## src/rtl/cv32e40p_rf_wb_arbiter.sv

```systemverilog
// cv32e40p_rf_wb_arbiter
//   Writeback arbiter for the two write ports (A, B) of cv32e40p_register_file.
//   Merges the ALU (src0, never stalls), the LSU (src1, valid/ready) and the
//   APU/FPU (src2, buffered in a small FIFO) into at most two register writes
//   per cycle. The two ports never target the same address in one cycle, and
//   a FIFO head that waits STARVE_LIMIT cycles is promoted ahead of src1.
//
// Ports
//   clk, rst_n                  clock, asynchronous active-low reset
//   src0_valid/addr/data_i      ALU result, always accepted
//   src1_valid/addr/data_i      LSU result; src1_ready_o (combinational) accepts it
//   src2_valid/addr/data_i      APU result; src2_ready_o (registered) = FIFO not full
//   waddr/wdata/we_a_o          register file write port A (registered)
//   waddr/wdata/we_b_o          register file write port B (registered)
//   conflict_cnt_o              address-conflict stall cycles (optional)
//   starve_cnt_o                starvation promotions (optional)
//
// Optional feature: define CV32E40P_WB_ARB_PERF_EN to add the two performance
// counters. Arbitration is identical with or without it.

module cv32e40p_rf_wb_arbiter #(
  parameter int unsigned ADDR_WIDTH   = 6,
  parameter int unsigned DATA_WIDTH   = 32,
  parameter int unsigned FIFO_DEPTH   = 2,
  parameter int unsigned STARVE_LIMIT = 4
) (
  input  logic                  clk,
  input  logic                  rst_n,
  input  logic                  src0_valid_i,
  input  logic [ADDR_WIDTH-1:0] src0_addr_i,
  input  logic [DATA_WIDTH-1:0] src0_data_i,
  input  logic                  src1_valid_i,
  output logic                  src1_ready_o,
  input  logic [ADDR_WIDTH-1:0] src1_addr_i,
  input  logic [DATA_WIDTH-1:0] src1_data_i,
  input  logic                  src2_valid_i,
  output logic                  src2_ready_o,
  input  logic [ADDR_WIDTH-1:0] src2_addr_i,
  input  logic [DATA_WIDTH-1:0] src2_data_i,
  output logic [ADDR_WIDTH-1:0] waddr_a_o,
  output logic [DATA_WIDTH-1:0] wdata_a_o,
  output logic                  we_a_o,
  output logic [ADDR_WIDTH-1:0] waddr_b_o,
  output logic [DATA_WIDTH-1:0] wdata_b_o,
  output logic                  we_b_o
`ifdef CV32E40P_WB_ARB_PERF_EN
  ,
  output logic [31:0]           conflict_cnt_o,
  output logic [31:0]           starve_cnt_o
`endif
);

  localparam int unsigned PTR_W = (FIFO_DEPTH > 1) ? $clog2(FIFO_DEPTH) : 1;
  localparam int unsigned CNT_W = $clog2(FIFO_DEPTH + 1);
  localparam int unsigned STV_W = $clog2(STARVE_LIMIT + 1);

  logic [ADDR_WIDTH-1:0] fifo_addr_q [FIFO_DEPTH];
  logic [DATA_WIDTH-1:0] fifo_data_q [FIFO_DEPTH];
  logic [PTR_W-1:0]      wr_ptr_q, wr_ptr_d, rd_ptr_q, rd_ptr_d;
  logic [CNT_W-1:0]      count_q, count_d;
  logic                  src2_ready_q, src2_ready_d;
  logic [STV_W-1:0]      starve_q, starve_d;

  logic [ADDR_WIDTH-1:0] waddr_a_q, waddr_a_d, waddr_b_q, waddr_b_d;
  logic [DATA_WIDTH-1:0] wdata_a_q, wdata_a_d, wdata_b_q, wdata_b_d;
  logic                  we_a_q, we_a_d, we_b_q, we_b_d;

  // candidate index: 0 = src0, 1 = src1, 2 = FIFO head
  logic [ADDR_WIDTH-1:0] cand_addr [3];
  logic [DATA_WIDTH-1:0] cand_data [3];
  logic [2:0]            cand_valid;
  logic [2:0]            grant;
  logic [ADDR_WIDTH-1:0] slot_addr [2];
  logic [DATA_WIDTH-1:0] slot_data [2];
  logic [1:0]            slot_n;
  logic                  promote, push, pop;
`ifdef CV32E40P_WB_ARB_PERF_EN
  logic                  conflict;
  logic [31:0]           conflict_cnt_q, conflict_cnt_d, starve_cnt_q, starve_cnt_d;
`endif

  function automatic logic [PTR_W-1:0] ptr_inc(input logic [PTR_W-1:0] p);
    return (p == PTR_W'(FIFO_DEPTH - 1)) ? '0 : p + 1'b1;
  endfunction

  assign cand_valid = {count_q != '0, src1_valid_i, src0_valid_i};
  assign cand_addr[0] = src0_addr_i;
  assign cand_addr[1] = src1_addr_i;
  assign cand_addr[2] = fifo_addr_q[rd_ptr_q];
  assign cand_data[0] = src0_data_i;
  assign cand_data[1] = src1_data_i;
  assign cand_data[2] = fifo_data_q[rd_ptr_q];

  assign promote = (starve_q == STV_W'(STARVE_LIMIT));

  // Walk the candidates in priority order filling slot A then slot B.
  // src1 is always evaluated as if valid so its ready reflects what would
  // happen, but it only occupies a slot when actually valid.
  always_comb begin
    int  c;
    logic ev, zr, mt, ok;
    slot_n    = 2'd0;
    slot_addr = '{default: '0};
    slot_data = '{default: '0};
    grant     = 3'b000;
`ifdef CV32E40P_WB_ARB_PERF_EN
    conflict  = 1'b0;
`endif
    for (int p = 0; p < 3; p++) begin
      c  = (p == 0) ? 0 : (((p == 1) != promote) ? 1 : 2);
      ev = (c == 1) ? 1'b1 : cand_valid[c];
      zr = (cand_addr[c] == '0);
      mt = ((slot_n != 2'd0) && (cand_addr[c] == slot_addr[0])) ||
           ((slot_n == 2'd2) && (cand_addr[c] == slot_addr[1]));
      ok = ev && (zr || (!mt && (slot_n != 2'd2)));
      grant[c] = ok;
`ifdef CV32E40P_WB_ARB_PERF_EN
      if (cand_valid[c] && (c != 0) && !zr && mt) conflict = 1'b1;
`endif
      if (ok && cand_valid[c] && !zr) begin
        slot_addr[slot_n[0]] = cand_addr[c];
        slot_data[slot_n[0]] = cand_data[c];
        slot_n = slot_n + 2'd1;
      end
    end
  end

  assign src1_ready_o = grant[1];
  assign pop  = grant[2];
  assign push = src2_valid_i && src2_ready_q;

  always_comb begin
    wr_ptr_d     = push ? ptr_inc(wr_ptr_q) : wr_ptr_q;
    rd_ptr_d     = pop  ? ptr_inc(rd_ptr_q) : rd_ptr_q;
    count_d      = count_q + CNT_W'(push) - CNT_W'(pop);
    src2_ready_d = (count_d != CNT_W'(FIFO_DEPTH));
    if ((count_q == '0) || pop)  starve_d = '0;
    else if (promote)            starve_d = starve_q;
    else                         starve_d = starve_q + 1'b1;

    we_a_d    = (slot_n != 2'd0);
    we_b_d    = (slot_n == 2'd2);
    waddr_a_d = we_a_d ? slot_addr[0] : waddr_a_q;
    wdata_a_d = we_a_d ? slot_data[0] : wdata_a_q;
    waddr_b_d = we_b_d ? slot_addr[1] : waddr_b_q;
    wdata_b_d = we_b_d ? slot_data[1] : wdata_b_q;
  end

  // storage needs no reset: count_q gates every read
  always_ff @(posedge clk) begin
    if (push) begin
      fifo_addr_q[wr_ptr_q] <= src2_addr_i;
      fifo_data_q[wr_ptr_q] <= src2_data_i;
    end
  end

  always_ff @(posedge clk or negedge rst_n) begin
    if (!rst_n) begin
      wr_ptr_q     <= '0;
      rd_ptr_q     <= '0;
      count_q      <= '0;
      src2_ready_q <= 1'b1;
      starve_q     <= '0;
      waddr_a_q    <= '0;
      wdata_a_q    <= '0;
      we_a_q       <= 1'b0;
      waddr_b_q    <= '0;
      wdata_b_q    <= '0;
      we_b_q       <= 1'b0;
    end else begin
      wr_ptr_q     <= wr_ptr_d;
      rd_ptr_q     <= rd_ptr_d;
      count_q      <= count_d;
      src2_ready_q <= src2_ready_d;
      starve_q     <= starve_d;
      waddr_a_q    <= waddr_a_d;
      wdata_a_q    <= wdata_a_d;
      we_a_q       <= we_a_d;
      waddr_b_q    <= waddr_b_d;
      wdata_b_q    <= wdata_b_d;
      we_b_q       <= we_b_d;
    end
  end

  assign src2_ready_o = src2_ready_q;
  assign waddr_a_o    = waddr_a_q;
  assign wdata_a_o    = wdata_a_q;
  assign we_a_o       = we_a_q;
  assign waddr_b_o    = waddr_b_q;
  assign wdata_b_o    = wdata_b_q;
  assign we_b_o       = we_b_q;

`ifdef CV32E40P_WB_ARB_PERF_EN
  always_comb begin
    conflict_cnt_d = conflict_cnt_q + {31'd0, conflict};
    starve_cnt_d   = starve_cnt_q + {31'd0, promote && pop};
  end

  always_ff @(posedge clk or negedge rst_n) begin
    if (!rst_n) begin
      conflict_cnt_q <= '0;
      starve_cnt_q   <= '0;
    end else begin
      conflict_cnt_q <= conflict_cnt_d;
      starve_cnt_q   <= starve_cnt_d;
    end
  end

  assign conflict_cnt_o = conflict_cnt_q;
  assign starve_cnt_o   = starve_cnt_q;
`endif

endmodule

```

## config.mk

```make
export PLATFORM = sky130hd
export DESIGN_NAME = cv32e40p_rf_wb_arbiter
export DESIGN_NICKNAME = d
export VERILOG_FILES = /design/src/rtl/cv32e40p_rf_wb_arbiter.sv
export SDC_FILE = /design/constraint.sdc
export NUM_CORES = 1
export LEC_CHECK = 0
export ABC_AREA = 1
export ABC_CLOCK_PERIOD_IN_PS = 5250
export CAP_MARGIN = 0
export CORE_UTILIZATION = 30
export CTS_BUF_LIST = sky130_fd_sc_hd__clkbuf_16
export CTS_CLUSTER_SIZE = 28
export DETAILED_ROUTE_END_ITERATION = 8
export PLACE_DENSITY = 0.61
export SLEW_MARGIN = 10
export SYNTH_ARGS = -nofsm -noshare
export SYNTH_HDL_FRONTEND = slang
export SYNTH_SLANG_ARGS = --single-unit
```

## constraint.sdc

```tcl
create_clock -name clk -period 5.25 [get_ports clk]
set_input_delay 0.525 -clock clk [delete_from_list [all_inputs] [get_ports clk]]
set_output_delay 0.525 -clock clk [all_outputs]
set_load 0.02 [all_outputs]
```

==> PnR_summary.wiki <==
{| class="wikitable"
! Metric !! Value
|-
| TritonCTS clock tree || done
|-
| Via density per instance || 4.64
|-
| Die area || 33400 um2
|-
| Compound-gate portion of the synthesized area || 14.9%
|-
| Endpoint arrival time on the critical path || 4340 ps
|-
| Largest area contributor in the netlist || sky130_fd_sc_hd__edfxtp_1
|-
| Most frequent cells after synthesis || sky130_fd_sc_hd__nand2_1 (572), sky130_fd_sc_hd__nor2_1 (123), sky130_fd_sc_hd__o21ai_0 (116), sky130_fd_sc_hd__dfrtp_1 (85), sky130_fd_sc_hd__a21oi_1 (80)
|-
| Max Root-Sink Buffers || 2
|-
| Net switching power figure || 0.00329 W
|-
| Capture point of the worst reg-to-reg path || wdata_b_o[11]
|-
| Placeable Area || 31800 um2
|-
| Cell with the most instances after synthesis || sky130_fd_sc_hd__nand2_1
|-
| Unrepaired setup endpoints after global routing || false
|-
| Avg Cell Area, Syn || roughly 7.2 um2
|-
| I/O pins || 199
|-
| Slew HR || 25.0%
|-
| Cell chosen for the clock root || sky130_fd_sc_hd__clkbuf_16
|-
| Combinational family with the most area after synthesis || simple AND/OR/NAND/NOR gates
|-
| Final period demand of the worst path || between 4000 and 5000 ps
|-
| CP required || 4720 ps
|-
| Type of destination of the critical path || primary output
|-
| Final weighted congestion in routability-driven placement || 0.868
|-
| Most frequent cell on the critical path || sky130_fd_sc_hd__nand2_1
|-
| Basic-gate share of the synthesized area counting and, or, nand and nor cells || slightly above 30%
|-
| Detailed Routing Iterations Pass 1 || 5
|-
| Share of flip-flops with an asynchronous set or reset || 53.1%
|-
| Slowest cell delay on critical path || 540 ps
|-
| Outcome || completed
|-
| Adder-cell share of the synthesized area || 0.767%
|-
| Sw Ratio || 46.8%
|-
| First-pass GRT wire length || between 40 and 50 mm
|-
| Tightest Hold Check Type || input port to async pin
|-
| Post-route DRC violation count || 0
|-
| HPWL after detailed placement || 23.5 mm
|-
| Cell with the largest stage delay on the worst path || sky130_fd_sc_hd__clkdlybuf4s50_1
|-
| Cell count after synthesis || 1364
|-
| Transition at the pin with the smallest max-transition slack || about 1100 ps
|-
| Synth top area cells || sky130_fd_sc_hd__edfxtp_1 (23%), sky130_fd_sc_hd__nand2_1 (22%), sky130_fd_sc_hd__dfrtp_1 (22%), sky130_fd_sc_hd__o21ai_0 (5.9%), sky130_fd_sc_hd__nor2_1 (4.7%)
|-
| Total length of routed wires || 31.6 mm
|-
| Synthesis warning total || 0
|-
| Setup slack of the most critical reg-to-reg path || 820 ps
|-
| Period utilization || 92.8%
|-
| Comb pwr share || 54.0%
|-
| Crit Reg-Reg Startpoint || starve_q[0]
|-
| Final Max Tran Viols || 0
|-
| Buffer count from post-CTS setup fixing || 0
|-
| Synth Flop Type || sky130_fd_sc_hd__dfrtp_1
|-
| XOR/XNOR share of the synthesized area || 0.447%
|-
| Placement Rows || 65
|-
| Post-synth EDFFs || 76
|-
| Share of cells above drive strength 1 || roughly 5.4%
|-
| Residual overflow from global routing || 0
|-
| Number of storage elements in the synthesis netlist || 162
|-
| CTS Buf Count || 17
|-
| Final net count || ~1600
|-
| Routed Antenna Nets || 0
|-
| Register area share after synthesis || roughly 45%
|-
| CTS HTree Levels || 4
|-
| Largest clock skew in the final design || 8.94 ps
|-
| Peak ir drop on the vdd network || 295 uV
|-
| Via count of the first global-routing pass || 8237
|-
| Worst Setup Slack, final || 380 ps
|-
| Share of synthesized area spent on multiplexers || 0%
|-
| Die outline height || 183 um
|-
| Total power divided by cell area || 558 nW/um2
|-
| Pre-CTS WS || ~530 ps
|-
| Net count of the mapped netlist || 1489
|-
| Internal power component || 0.00373 W
|-
| Type of the worst setup path || register to primary output
|-
| Leakage power figure || 5.59 nW
|-
| Clock sink total || 162
|-
| Count of final setup violators || 0
|-
| Share of total power in the clock network || 17.9%
|-
| Wire length per cell after detailed routing || 16.2 um
|-
| Synthesis-to-finish area growth || 28.7%
|-
| Die width || 183 um
|-
| Clk_lat worst skew || 430 ps
|-
| Aggregate global-route resource usage || approximately a fifth
|-
| Final TNS setup || 0 ps
|-
| Area share of the largest cell type after synthesis || between 20% and 30%
|-
| Area after detailed placement || about 12000 um2
|-
| Nature of the critical path startpoint || register
|-
| Share of total power in sequential cells || 28.1%
|-
| Cell depth of the worst flop-to-flop path || 25
|-
| Effective utilization at floorplan || a little under a third
|-
| Vias || 9072
|-
| Pin count of the biggest net entering global routing || 109
|-
| Hold Violations, Final || 0
|-
| Synth Cell Area || around 9800 um2
|-
| Summed area of non-filler cells in the final layout || about 13000 um2
|-
| Maximum fanout count along the critical path || 34
|-
| Cell variety after synth || 36
|-
| Worst-path clk slew || 60 ps
|-
| Antenna cell count || 0
|-
| Input/output buffers || approximately 200
|-
| DRT iter0 DRCs || 729
|-
| Max-cap viol count || 0
|-
| Max Clock Freq || 205 MHz
|-
| Number of antenna violations at the first check in global routing || 0
|}
-- flip-flops by register name, summed over array words and instances (netlist names) --
register / cells
src2_ready_o: 1
waddr_b_o: 6
fifo_addr_q: 12
we_a_o: 1
starve_q: 3
waddr_a_o: 6
we_b_o: 1
wdata_b_o: 32
wr_ptr_q: 1
rd_ptr_q: 1
fifo_data_q: 64
count_q: 2
wdata_a_o: 32
-- cell usage in the layout (no fill, tap or decap), types with 4 or more instances in the layout --
cell type,Yosys,layout
sky130_fd_sc_hd__buf_4,5,12
sky130_fd_sc_hd__nand3b_1,4,4
sky130_fd_sc_hd__dfrtp_1,85,85
sky130_fd_sc_hd__o21ai_1,35,35
sky130_fd_sc_hd__o21ai_0,116,116
sky130_fd_sc_hd__inv_2,4,6
sky130_fd_sc_hd__nand3_1,24,24
sky130_fd_sc_hd__o211ai_1,32,32
sky130_fd_sc_hd__inv_1,67,67
sky130_fd_sc_hd__nor2_1,123,121
sky130_fd_sc_hd__edfxtp_1,76,76
sky130_fd_sc_hd__nand2_2,10,10
sky130_fd_sc_hd__a21oi_1,80,80
sky130_fd_sc_hd__nand2_1,572,572
sky130_fd_sc_hd__clkbuf_16,0,17
sky130_fd_sc_hd__inv_6,0,5
sky130_fd_sc_hd__clkdlybuf4s50_1,0,197
sky130_fd_sc_hd__ha_1,6,5
sky130_fd_sc_hd__nand4_1,12,12
sky130_fd_sc_hd__nor2_4,2,4
-- logic make-up after synthesis --
kind of cell             Yosys count
flip-flops                       162
AND/OR/NAND/NOR                  760
buffers and inverters            162
AO/OA/AOI/OAI                    269
adder cells (fa/ha/maj)            6
XOR/XNOR                           5
-- cell type report --
cell class                      instances  area [um2]
Sequential cell                       162        4440
Timing Repair Buffer                  212        2100
Multi-Input combinational cell       1040        4650
Inverter                               73         277
Clock buffer                           17         425
Clock inverter                         15         156
Tap cell                              435         544
Fill cell                            3313       19200
-- power by group through the flow --
stage	Sequential, W	Combinational [W]	Clock [W]
floorplan	0.00223	0.00233	0
global placement	0.00200	0.00374	0
detailed placement	0.00200	0.00379	0
CTS	0.00198	0.00379	0.00129
global route	0.00202	0.00424	0.00135
finish	0.00197	0.00379	0.00126
-- layer usage --
metal / vias up / track usage [%] / share of wire [%]
met2: 244 / 27.6 / 42
met3: 25 / 2.63 / 4.8
met5: - / 0 / 0
li1: 4701 / - / -
met1: 4102 / 29.9 / 52
met4: 0 / 5.41 / 1.5
-- worst max-delay path: cells and delay by family, from the launching register on --
| family | cells | cell delay (ps) |
|---|---|---|
| AOI/OAI and AO/OA | 2 | 310 |
| DFF | 1 | 410 |
| buffers and inverters | 6 | 1260 |
| adders and majority gates | 1 | 190 |
| and+or+nand+nor | 16 | 1750 |
-- worst max path at each step --
stage                   start            to  slack, ps  depth (start not counted)
6_report          starve_q[0]  src1_ready_o        380                         25
5_1_grt           starve_q[0]  src1_ready_o         40                         25
4_1_cts           starve_q[0]  src1_ready_o         90                         17
3_5_place_dp   src0_addr_i[5]  src1_ready_o        530                         20
3_3_place_gp   src1_addr_i[0]  src1_ready_o        590                         19
2_1_floorplan     starve_q[0]  src2_ready_o       1530                         24
-- stage by stage --
stage          power, W  util, %  hold slack [ps]  std cells
6_report        0.00702     39.6              110       1954
5_1_grt         0.00761     39.6              147       1954
4_1_cts         0.00706     39.6              137       1954
3_5_place_dp    0.00579     37.7              462       1922
3_3_place_gp    0.00574     37.7              456       1922
2_1_floorplan   0.00456        -              229       1364
-- timing repair --
action | 4_1_cts | 5_1_grt
hold buffers | 0 | 0
endpoints found under the hold margin | 0 | 0
gates resized for setup | 0 | 3
endpoints found under the setup margin | 0 | 1
Power figures use the tool's default switching activity.
